### src/rtl/esl_sto_output_ctrl_if.sv
// Signal bundle of the STO output controller: decoded powerdown pairs and supply
// feedback in, PWM inhibit / gate-driver supply enables and diagnostics out.
interface esl_sto_output_ctrl_if;
   logic       pd_p;
   logic       pd_n;
   logic       pd_dup_p;
   logic       pd_dup_n;
   logic       sto_fb_a;
   logic       sto_fb_b;
   logic       pwm_inhibit;
   logic       sto_en_a;
   logic       sto_en_b;
   logic       sto_active;
   logic       discrepancy_fault;
   logic       feedback_fault;
   logic [2:0] state;

   modport master (
      output pd_p, pd_n, pd_dup_p, pd_dup_n, sto_fb_a, sto_fb_b,
      input  pwm_inhibit, sto_en_a, sto_en_b, sto_active,
             discrepancy_fault, feedback_fault, state
   );

   modport slave (
      input  pd_p, pd_n, pd_dup_p, pd_dup_n, sto_fb_a, sto_fb_b,
      output pwm_inhibit, sto_en_a, sto_en_b, sto_active,
             discrepancy_fault, feedback_fault, state
   );
endinterface

### src/rtl/esl_sto_output_ctrl.sv
// Safe Torque Off sequencer: decodes both powerdown channels, inhibits PWM, then
// removes both gate-driver supplies, supervising supply feedback; safe state latches.
module esl_sto_output_ctrl #(
   parameter int P_ESL_CLK_FREQ_HZ = 20_000_000,
   parameter int P_STOP_DELAY_US   = 5,
   parameter int P_DISCREPANCY_US  = 10,
   parameter int P_FB_TIMEOUT_US   = 100
) (
   input  logic                 esl_clk,
   input  logic                 esl_reset,
   esl_sto_output_ctrl_if.slave bus
);
   localparam int CYC_PER_US = P_ESL_CLK_FREQ_HZ / 1_000_000;
   localparam int STOP_CNT   = CYC_PER_US * P_STOP_DELAY_US;
   localparam int DISC_CNT   = CYC_PER_US * P_DISCREPANCY_US;
   localparam int FB_CNT     = CYC_PER_US * P_FB_TIMEOUT_US;
   localparam int TMR_MAX    = (FB_CNT > STOP_CNT) ? FB_CNT : STOP_CNT;
   localparam int TMR_W      = $clog2(TMR_MAX + 1);
   localparam int DISC_W     = $clog2(DISC_CNT + 1);

   localparam logic [TMR_W-1:0]  STOP_LAST = TMR_W'(STOP_CNT - 1);
   localparam logic [TMR_W-1:0]  FB_LAST   = TMR_W'(FB_CNT - 1);
   localparam logic [TMR_W-1:0]  FB_FULL   = TMR_W'(FB_CNT);
   localparam logic [DISC_W-1:0] DISC_LAST = DISC_W'(DISC_CNT - 1);
   localparam logic [DISC_W-1:0] DISC_FULL = DISC_W'(DISC_CNT);

   typedef enum logic [2:0] {
      S_INIT    = 3'd0,
      S_RUN     = 3'd1,
      S_INHIBIT = 3'd2,
      S_STO     = 3'd3,
      S_SAFE    = 3'd4,
      S_FAULT   = 3'd5
   } state_t;

   typedef struct packed {
      logic inhibit;
      logic en_a;
      logic en_b;
      logic active;
   } drive_t;

   // Output levels held while resident in each state; only INIT->RUN enables supply.
   function automatic drive_t drive_of(state_t s);
      case (s)
         S_RUN:     return '{inhibit: 1'b0, en_a: 1'b1, en_b: 1'b1, active: 1'b0};
         S_INHIBIT: return '{inhibit: 1'b1, en_a: 1'b1, en_b: 1'b1, active: 1'b0};
         default:   return '{inhibit: 1'b1, en_a: 1'b0, en_b: 1'b0, active: 1'b1};
      endcase
   endfunction

   logic [2:0] rst_pipe;
   logic       rst_sync_n;

   // NOTE: all sequential state uses <= so every flop samples pre-edge values.
   always_ff @(posedge esl_clk or negedge esl_reset) begin
      if (!esl_reset) rst_pipe <= '0;
      else            rst_pipe <= {rst_pipe[1:0], 1'b1};
   end
   assign rst_sync_n = rst_pipe[2];

   logic fb_a_meta, fb_b_meta, fb_a_s, fb_b_s;

   // NOTE: feedback resets to "supply present" so INIT cannot leave before real feedback arrives.
   always_ff @(posedge esl_clk or negedge rst_sync_n) begin
      if (!rst_sync_n) begin
         {fb_a_meta, fb_a_s} <= 2'b11;
         {fb_b_meta, fb_b_s} <= 2'b11;
      end else begin
         {fb_a_meta, fb_a_s} <= {bus.sto_fb_a, fb_a_meta};
         {fb_b_meta, fb_b_s} <= {bus.sto_fb_b, fb_b_meta};
      end
   end

   logic req_a, req_b, req_any, fb_any, fb_all;
   assign req_a   = ~(~bus.pd_p     & bus.pd_n);
   assign req_b   = ~(~bus.pd_dup_p & bus.pd_dup_n);
   assign req_any = req_a | req_b;
   assign fb_any  = fb_a_s | fb_b_s;
   assign fb_all  = fb_a_s & fb_b_s;

   logic [DISC_W-1:0] disc_cnt;
   logic              discrepancy_fault_q;

   always_ff @(posedge esl_clk or negedge rst_sync_n) begin
      if (!rst_sync_n) begin
         disc_cnt            <= '0;
         discrepancy_fault_q <= 1'b0;
      end else if (req_a != req_b) begin
         if (disc_cnt != DISC_FULL) disc_cnt <= disc_cnt + 1'b1;
         if (disc_cnt == DISC_LAST) discrepancy_fault_q <= 1'b1;
      end else begin
         disc_cnt <= '0;
      end
   end

   state_t           state;
   logic [TMR_W-1:0] tmr;
   logic [TMR_W-1:0] age;
   logic             pwm_inhibit_q, sto_active_q, feedback_fault_q;
   (* preserve *) logic sto_en_a_q;
   (* preserve *) logic sto_en_b_q;

   always_ff @(posedge esl_clk or negedge rst_sync_n) begin
      if (!rst_sync_n) begin
         state            <= S_INIT;
         {pwm_inhibit_q, sto_en_a_q, sto_en_b_q, sto_active_q} <= drive_of(S_INIT);
         feedback_fault_q <= 1'b0;
         tmr              <= '0;
         age              <= '0;
      end else begin
         case (state)
            S_INIT: begin
               if (fb_any && tmr == FB_LAST) begin
                  state            <= S_FAULT;
                  {pwm_inhibit_q, sto_en_a_q, sto_en_b_q, sto_active_q} <= drive_of(S_FAULT);
                  feedback_fault_q <= 1'b1;
               end else if (!fb_any && !req_any && !discrepancy_fault_q) begin
                  state <= S_RUN;
                  {pwm_inhibit_q, sto_en_a_q, sto_en_b_q, sto_active_q} <= drive_of(S_RUN);
                  tmr   <= '0;
                  age   <= '0;
               end else begin
                  tmr <= fb_any ? tmr + 1'b1 : '0;
               end
            end
            S_RUN: begin
               if (req_any || discrepancy_fault_q) begin
                  state <= S_INHIBIT;
                  {pwm_inhibit_q, sto_en_a_q, sto_en_b_q, sto_active_q} <= drive_of(S_INHIBIT);
                  tmr   <= '0;
               end else if (!fb_all && tmr == FB_LAST) begin
                  state            <= S_FAULT;
                  {pwm_inhibit_q, sto_en_a_q, sto_en_b_q, sto_active_q} <= drive_of(S_FAULT);
                  feedback_fault_q <= 1'b1;
               end else begin
                  // Feedback glitches inside the power-up window accumulate instead of clearing.
                  if (!fb_all)             tmr <= tmr + 1'b1;
                  else if (age == FB_FULL) tmr <= '0;
                  if (age != FB_FULL)      age <= age + 1'b1;
               end
            end
            S_INHIBIT: begin
               if (tmr == STOP_LAST) begin
                  state <= S_STO;
                  {pwm_inhibit_q, sto_en_a_q, sto_en_b_q, sto_active_q} <= drive_of(S_STO);
                  tmr   <= '0;
               end else begin
                  tmr <= tmr + 1'b1;
               end
            end
            S_STO: begin
               if (tmr == FB_LAST) begin
                  state            <= S_FAULT;
                  {pwm_inhibit_q, sto_en_a_q, sto_en_b_q, sto_active_q} <= drive_of(S_FAULT);
                  feedback_fault_q <= 1'b1;
               end else if (!fb_any) begin
                  state <= S_SAFE;
                  {pwm_inhibit_q, sto_en_a_q, sto_en_b_q, sto_active_q} <= drive_of(S_SAFE);
               end else begin
                  tmr <= tmr + 1'b1;
               end
            end
            S_SAFE, S_FAULT: ;
            default: begin
               state            <= S_FAULT;
               {pwm_inhibit_q, sto_en_a_q, sto_en_b_q, sto_active_q} <= drive_of(S_FAULT);
               feedback_fault_q <= 1'b1;
            end
         endcase
      end
   end

   assign bus.pwm_inhibit       = pwm_inhibit_q;
   assign bus.sto_en_a          = sto_en_a_q;
   assign bus.sto_en_b          = sto_en_b_q;
   assign bus.sto_active        = sto_active_q;
   assign bus.discrepancy_fault = discrepancy_fault_q;
   assign bus.feedback_fault    = feedback_fault_q;
   assign bus.state             = state;
endmodule

### src/flat_wrapper.sv
// flat-port wrapper written by rule: the top's interface ports become plain ports
module esl_sto_output_ctrl_flat 
#(
   parameter int P_ESL_CLK_FREQ_HZ = 20_000_000,
   parameter int P_STOP_DELAY_US   = 5,
   parameter int P_DISCREPANCY_US  = 10,
   parameter int P_FB_TIMEOUT_US   = 100
)
  (esl_clk, esl_reset, bus_pd_p, bus_pd_n, bus_pd_dup_p, bus_pd_dup_n, bus_sto_fb_a, bus_sto_fb_b, bus_pwm_inhibit, bus_sto_en_a, bus_sto_en_b, bus_sto_active, bus_discrepancy_fault, bus_feedback_fault, bus_state);
  esl_sto_output_ctrl_if bus_i ();
  input  logic esl_clk;
  input  logic esl_reset;
  input wire logic [$bits(bus_i.pd_p)-1:0] bus_pd_p;
  input wire logic [$bits(bus_i.pd_n)-1:0] bus_pd_n;
  input wire logic [$bits(bus_i.pd_dup_p)-1:0] bus_pd_dup_p;
  input wire logic [$bits(bus_i.pd_dup_n)-1:0] bus_pd_dup_n;
  input wire logic [$bits(bus_i.sto_fb_a)-1:0] bus_sto_fb_a;
  input wire logic [$bits(bus_i.sto_fb_b)-1:0] bus_sto_fb_b;
  output wire logic [$bits(bus_i.pwm_inhibit)-1:0] bus_pwm_inhibit;
  output wire logic [$bits(bus_i.sto_en_a)-1:0] bus_sto_en_a;
  output wire logic [$bits(bus_i.sto_en_b)-1:0] bus_sto_en_b;
  output wire logic [$bits(bus_i.sto_active)-1:0] bus_sto_active;
  output wire logic [$bits(bus_i.discrepancy_fault)-1:0] bus_discrepancy_fault;
  output wire logic [$bits(bus_i.feedback_fault)-1:0] bus_feedback_fault;
  output wire logic [$bits(bus_i.state)-1:0] bus_state;
  assign bus_i.pd_p = bus_pd_p;
  assign bus_i.pd_n = bus_pd_n;
  assign bus_i.pd_dup_p = bus_pd_dup_p;
  assign bus_i.pd_dup_n = bus_pd_dup_n;
  assign bus_i.sto_fb_a = bus_sto_fb_a;
  assign bus_i.sto_fb_b = bus_sto_fb_b;
  assign bus_pwm_inhibit = bus_i.pwm_inhibit;
  assign bus_sto_en_a = bus_i.sto_en_a;
  assign bus_sto_en_b = bus_i.sto_en_b;
  assign bus_sto_active = bus_i.sto_active;
  assign bus_discrepancy_fault = bus_i.discrepancy_fault;
  assign bus_feedback_fault = bus_i.feedback_fault;
  assign bus_state = bus_i.state;
  esl_sto_output_ctrl #(.P_ESL_CLK_FREQ_HZ(P_ESL_CLK_FREQ_HZ), .P_STOP_DELAY_US(P_STOP_DELAY_US), .P_DISCREPANCY_US(P_DISCREPANCY_US), .P_FB_TIMEOUT_US(P_FB_TIMEOUT_US)) u_core (.esl_clk(esl_clk), .esl_reset(esl_reset), .bus(bus_i));
endmodule
### config.mk
export PLATFORM = sky130hd
export DESIGN_NAME = esl_sto_output_ctrl_flat
export DESIGN_NICKNAME = d
export VERILOG_FILES = /design/src/rtl/esl_sto_output_ctrl_if.sv /design/src/rtl/esl_sto_output_ctrl.sv /design/src/flat_wrapper.sv
export SDC_FILE = /design/constraint.sdc
export NUM_CORES = 1
export LEC_CHECK = 0
export ABC_AREA = 1
export BUFFER_PORTS_ARGS = -buffer_cell sky130_fd_sc_hd__buf_2
export CAP_MARGIN = 10
export CORE_ASPECT_RATIO = 1.25
export CORE_MARGIN = 2
export CORE_UTILIZATION = 60
export DETAILED_ROUTE_END_ITERATION = 12
export PLACE_DENSITY = 0.79
export SYNTH_ARGS = -nofsm -noshare
export SYNTH_HDL_FRONTEND = slang
export SYNTH_SLANG_ARGS = --single-unit
### constraint.sdc
create_clock -name esl_clk -period 3.3 [get_ports esl_clk]
set_input_delay 0 -clock esl_clk [delete_from_list [all_inputs] [get_ports esl_clk]]
set_output_delay 0 -clock esl_clk [all_outputs]
set_load 0.01 [all_outputs]
* Word level (Yosys, flattened, before mapping)
Cells that the tools add are included.
** Word-level totals
- Flip-flop bits (word level) :: 45
- Input port bits :: 8
- Word-level logic and storage cells :: 125
** Cells by class
- Add/sub/neg operators :: 3
- Equal/unequal tests :: 29
- Mux-type cells :: 49
- Bitwise logic cells :: 11
- Reduce and logical (&&, ||, !) cells :: 19
** Operators with widths (number)
- $mux W11 :: 15
- $pmux W11 S4 :: 1
- $add A11 B1 Y11 const B :: 2
- $eq A11 B11 Y1 const B :: 2
- $pmux W11 S2 :: 1
- $mux W3 :: 7
- $mux W1 :: 18
- $mux W8 :: 2
- $pmux W1 S5 :: 3
- $pmux W3 S5 :: 1
- $ne A2 B1 Y1 const B :: 7
- $reduce_and A6 Y1 :: 2
- $eq A11 B7 Y1 const B :: 1
- $ne A11 B11 Y1 const B :: 1
- $ne A2 B2 Y1 const B :: 5
- $reduce_and A5 Y1 :: 2
- $add A8 B1 Y8 const B :: 1
- $eq A8 B8 Y1 const B :: 1
- $ne A8 B8 Y1 const B :: 1
- $eq A3 B2 Y1 const B :: 2
- $eq A3 B3 Y1 const B :: 2
- $ne A3 B1 Y1 const B :: 2
- $not A1 Y1 :: 6
- $logic_and A1 B1 Y1 :: 4
- other kinds (16) :: 22

* Depth between registers and ports, before layout
- Depth in word-level cells :: 10
- Gate-level depth with buffers :: 13
- Mapped depth without buffers :: 13

* Worst setup path before layout
Ideal clock, no wire load.
- Path kind :: register to register
- Start point :: register u_core.tmr[0]
- End point :: register u_core.age[2]
- Library setup time :: 0.117 ns
- Arrival time :: 1.459 ns
- Required time :: 3.183 ns
- Path slack :: 1.725 ns
- Stages on the path, launching flop included :: 13
- Buffers on the path :: 1
- Period minus slack after synthesis :: 1.575 ns
- Cell sequence :: dfrtp_1 -> ha_1 -> nand3_2 -> nor2_2 -> nand2_1 -> clkinv_2 -> nand2_2 -> nor2_2 -> nor2_2 -> nand2_2 -> buf_6 -> nand2_1 -> nand2_1
** On the way
- Word-level cells in the longest chain between the ends :: 4
- Elaborated cells on any way between the ends :: 6
- Those cells by class :: eq/ne: 3; reduce/logical: 3
** Ends and longest elaborated chain
- start, declared :: line esl_sto_output_ctrl.sv:98 : logic [TMR_W-1:0] tmr;
- start signal, assigned :: line esl_sto_output_ctrl.sv:124 : tmr <= fb_any ? tmr + 1'b1 : '0;
- start signal, assigned :: line esl_sto_output_ctrl.sv:138 : if (!fb_all) tmr <= tmr + 1'b1;
- start signal, assigned :: line esl_sto_output_ctrl.sv:149 : tmr <= tmr + 1'b1;
- $eq A11 B11 Y1 (*) :: line esl_sto_output_ctrl.sv:114, esl_sto_output_ctrl.sv:132
- $logic_and A1 B1 Y1, on equally long branches :: line esl_sto_output_ctrl.sv:132, esl_sto_output_ctrl.sv:114
- $ne A2 B2 Y1 (no line)
- $reduce_and A6 Y1 (no line) (*)
- end signal, assigned :: line esl_sto_output_ctrl.sv:140 : if (age != FB_FULL) age <= age + 1'b1;
- end, declared :: line esl_sto_output_ctrl.sv:99 : logic [TMR_W-1:0] age;
Every way passes the cells marked *; elsewhere a longest branch is shown, timed or not.
A chain may end at the register's enable or synchronous reset.

* Worst setup path in the final report
- Start point :: register u_core.tmr[0]
- End point :: register u_core.age[4]
Same word-level chain as after synthesis.

==> flow_summary_export.csv <==
group,metric,value,unit
global_routing,track_usage,24.29,%
clock_tree,tritoncts,"built",
synth,yosysWarningCount,0,
cells_and_area,fillers,382,
synth,synth-edff-count,0,
pwr,p_per_area,321.7,mW/mm^2
timing,tightest_slew,910.7,ps
drt,dr_total_vias,2360,
synth,synth_seq_cells,45,
synth,synth_ff_type,"dfrtp_1",
timing,rsz0062_at_grt,"no",
synth,synth.most_common_cell,"nand2_1",
cells_and_area,drive_above_1_share,13.38,%
pwr,irDropWorstVdd,0.3188,mV
clock_tree,cts.path.max_buffers,2,
critical_path,required,3500,ps
synth,synth.distinct_cells,32,
global_routing,grt_pass1_vias,2290,
global_routing,grt_overflow,0,
hold_path,hold_start,"bus_sto_fb_a",
synth,async_reset_ff_share,100.0,%
critical_path,worst_setup_path_start_kind,"flip-flop",
global_routing,grt_max_degree,43,
floorplanning,start_util,61.74,%
synth,synthCells,373,
timing,setup_viol,0,
synth,syn_nets,387,
synth,synthTopCellsByCount,"nand2_1, nor2_1, inv_1",
drt,first_pass_iters,4,
timing,finClkSkew,6.858,ps
floorplanning,die-area,0.005076,mm^2
timing,tns,0,ps
floorplanning,floorplan.rows,27,
drt,drtIter0Drc,168,
placement,gp_congestion,0.9638,
floorplanning,die_h,79.16,um
critical_path,critPathMaxFanout,12,
pwr,leakage,0.001463,uW
timing,finalCritPeriodShare,63.57,%
synth,synth_top_area_share,35.99,%
timing,timing.fmax,476.7,MHz
drt,drc_errors,0,
critical_path,critPathSlowestCell,"dfrtp_1",
critical_path,ff2ff_setup_slack,1200,ps
placement,dp.final_hpwl,4105,um
synth,syn_area,0.002711,mm^2
timing,slew_violations,0,
critical_path,r2r_start,"u_core.tmr[0]",
synth,yosysTopAreaCell,"dfrtp_1",
placement,port_buffers,16,
cells_and_area,diodes,0,
timing,period_minus_slack,2098,ps
critical_path,cp-end-kind,"flip-flop",
drt,ant_nets,0,
hold_path,hold_path_depth,2,
critical_path,critPathMaxStageDelay,420,ps
drt,finalWirelength,5608,um
floorplanning,core,0.004392,mm^2
critical_path,crit_chain,"ha_1, nand3_2, nor2_2, nand2_1, clkinv_2, nand2_2, nor2_2, nor2_2, nand2_2, nand2_1, nand2_1",
global_routing,antenna_found_initial,0,
synth,synth_area_leaders,"dfrtp_1, nand2_1, nand3_1",
critical_path,timing.rr.end,"u_core.age[4]",
clock_tree,path_clk_slew,80,ps
status,status,"completed",
timing,finalHoldViolCount,0,
timing,whs,333.7,ps
clock_tree,insertion_delay,310,ps
hold_path,hold_path_end,"u_core.fb_a_meta",
critical_path,cp.arrival,2290,ps
floorplanning,die_x,64.13,um
cells_and_area,layout.nets,409,
global_routing,grt_pass1_wl,9673,um
cells_and_area,syn_to_final_growth,9.137,%
clock_tree,cts.htree.levels,2,
floorplanning,io_pins,17,
synth,seq_area_frac_synth,41.81,%
clock_tree,numCtsBuffers,5,
drt,via_per_inst,5.198,
run,drv_cap,0,
pwr,power,951.9,uW
critical_path,r2r_cells,11,
synth,avgSynthCellArea,7.269,um^2
critical_path,crit_type,"flip-flop to flip-flop",
clock_tree,cts_resized,0,
hold_path,hold_path_class,"primary input to flip-flop",
clock_tree,cts-root-buf,"clkbuf_8",
clock_tree,clock-sinks,45,
drt,wl_per_cell,12.35,um
timing,slew_headroom,39.28,%
-- cell families (layout without fill, tap and decap cells) --
kind of cell,count (synthesis),in the layout,synth area share (%)
adders and majority gates,6,6,2.769
and+or+nand+nor,226,226,37.47
AOI/OAI and AO/OA,25,25,5.030
DFF,45,45,41.81
xor gates and xnor gates,13,13,4.199
buffers and inverters,57,80,8.583
other,1,1,0.1383
-- metal layers --
layer  track usage (%)  up-vias  routed length (um)
met5                 0        -                   0
met4             12.98        0                 115
met3             4.391       10                 215
met2             43.44       48                2838
met1             27.19     1077                2438
li1                  -     1225                   -
-- final cells by class --
type,count,area [um^2],area share (%)
multi-input cells,271,1345,45.45
flip-flops and latches,45,1135,38.35
inverters,52,198.9,6.723
repair buffers,20,120.1,4.059
clock buffers,6,72.57,2.452
well taps,58,72.57,2.452
clock inverters,2,15.01,0.5074
-- metrics by stage --
stage / cells / area [um^2] / worst slack (ps) / utilization (%)
after detailed placement: 442 / 2831 / 1235 / 64.47
after global placement: 442 / 2831 / 1356 / 64.47
after floorplan: 373 / 2711 / 1725 / -
after global routing: 454 / 2959 / 1002 / 67.38
after CTS: 454 / 2959 / 1213 / 67.38
final: 454 / 2959 / 1202 / 67.38
-- placed cells by master, fill, tap and decap left out, drive strengths merged --
cell,n
nand2,105
nor2,60
inv,50
nand3,41
dfrtp,39
buf,16
o21ai,16
xor2,11
nand4,10
a21oi,6
ha,6
dfstp,6
clkbuf,6
nand3b,5
nor3,4
dlygate4sd3,4
xnor2,2
clkinvlp,2
clkinv,2
o221ai,1
a31o,1
and2,1
o41ai,1
conb,1
-- worst max path at each step --
stage                        start        endpoint  slack (ps)  depth (start not counted)
2_1_floorplan        u_core.tmr[0]   u_core.age[2]        1720                         12
3_3_place_gp         u_core.tmr[0]   u_core.age[1]        1360                         11
3_5_place_dp         u_core.tmr[0]   u_core.age[4]        1230                         11
4_1_cts              u_core.tmr[0]   u_core.age[4]        1210                         11
5_1_grt        u_core.bus.state[2]  u_core.age[10]        1000                          8
6_report             u_core.tmr[0]   u_core.age[4]        1200                         11
-- state kept, by name, summed over array words and instances (netlist names) --
register and count:
u_core.age 11, u_core.bus.discrepancy_fault 1, u_core.bus.feedback_fault 1, u_core.bus.pwm_inhibit 1
u_core.bus.state 3, u_core.bus.sto_active 1, u_core.bus.sto_en_a 1, u_core.disc_cnt 8
u_core.fb_a_meta 1, u_core.fb_a_s 1, u_core.fb_b_meta 1, u_core.fb_b_s 1
u_core.rst_pipe 3, u_core.tmr 11
-- power by group --
group          switching [uW]  total, uW  internal [uW]
Combinational            19.2       33.3           14.1
Sequential               13.9        575            561
Clock                     195        344            149
-- worst max-delay path, delay by kind of cell, from the launching register on --
family / cells / cell delay [ps]
AND/OR/NAND/NOR: 9 / 1210
flip-flops: 1 / 420
adder cells (fa/ha/maj): 1 / 270
buffers and inverters: 1 / 100
-- what timing repair did --
action                                  CTS  global route
endpoints found under the setup margin    0             0
hold buffers                              4             0
hold endpoints to repair                  5             0
buffers inserted                          0             0
(Power assumes the default switching activity.)
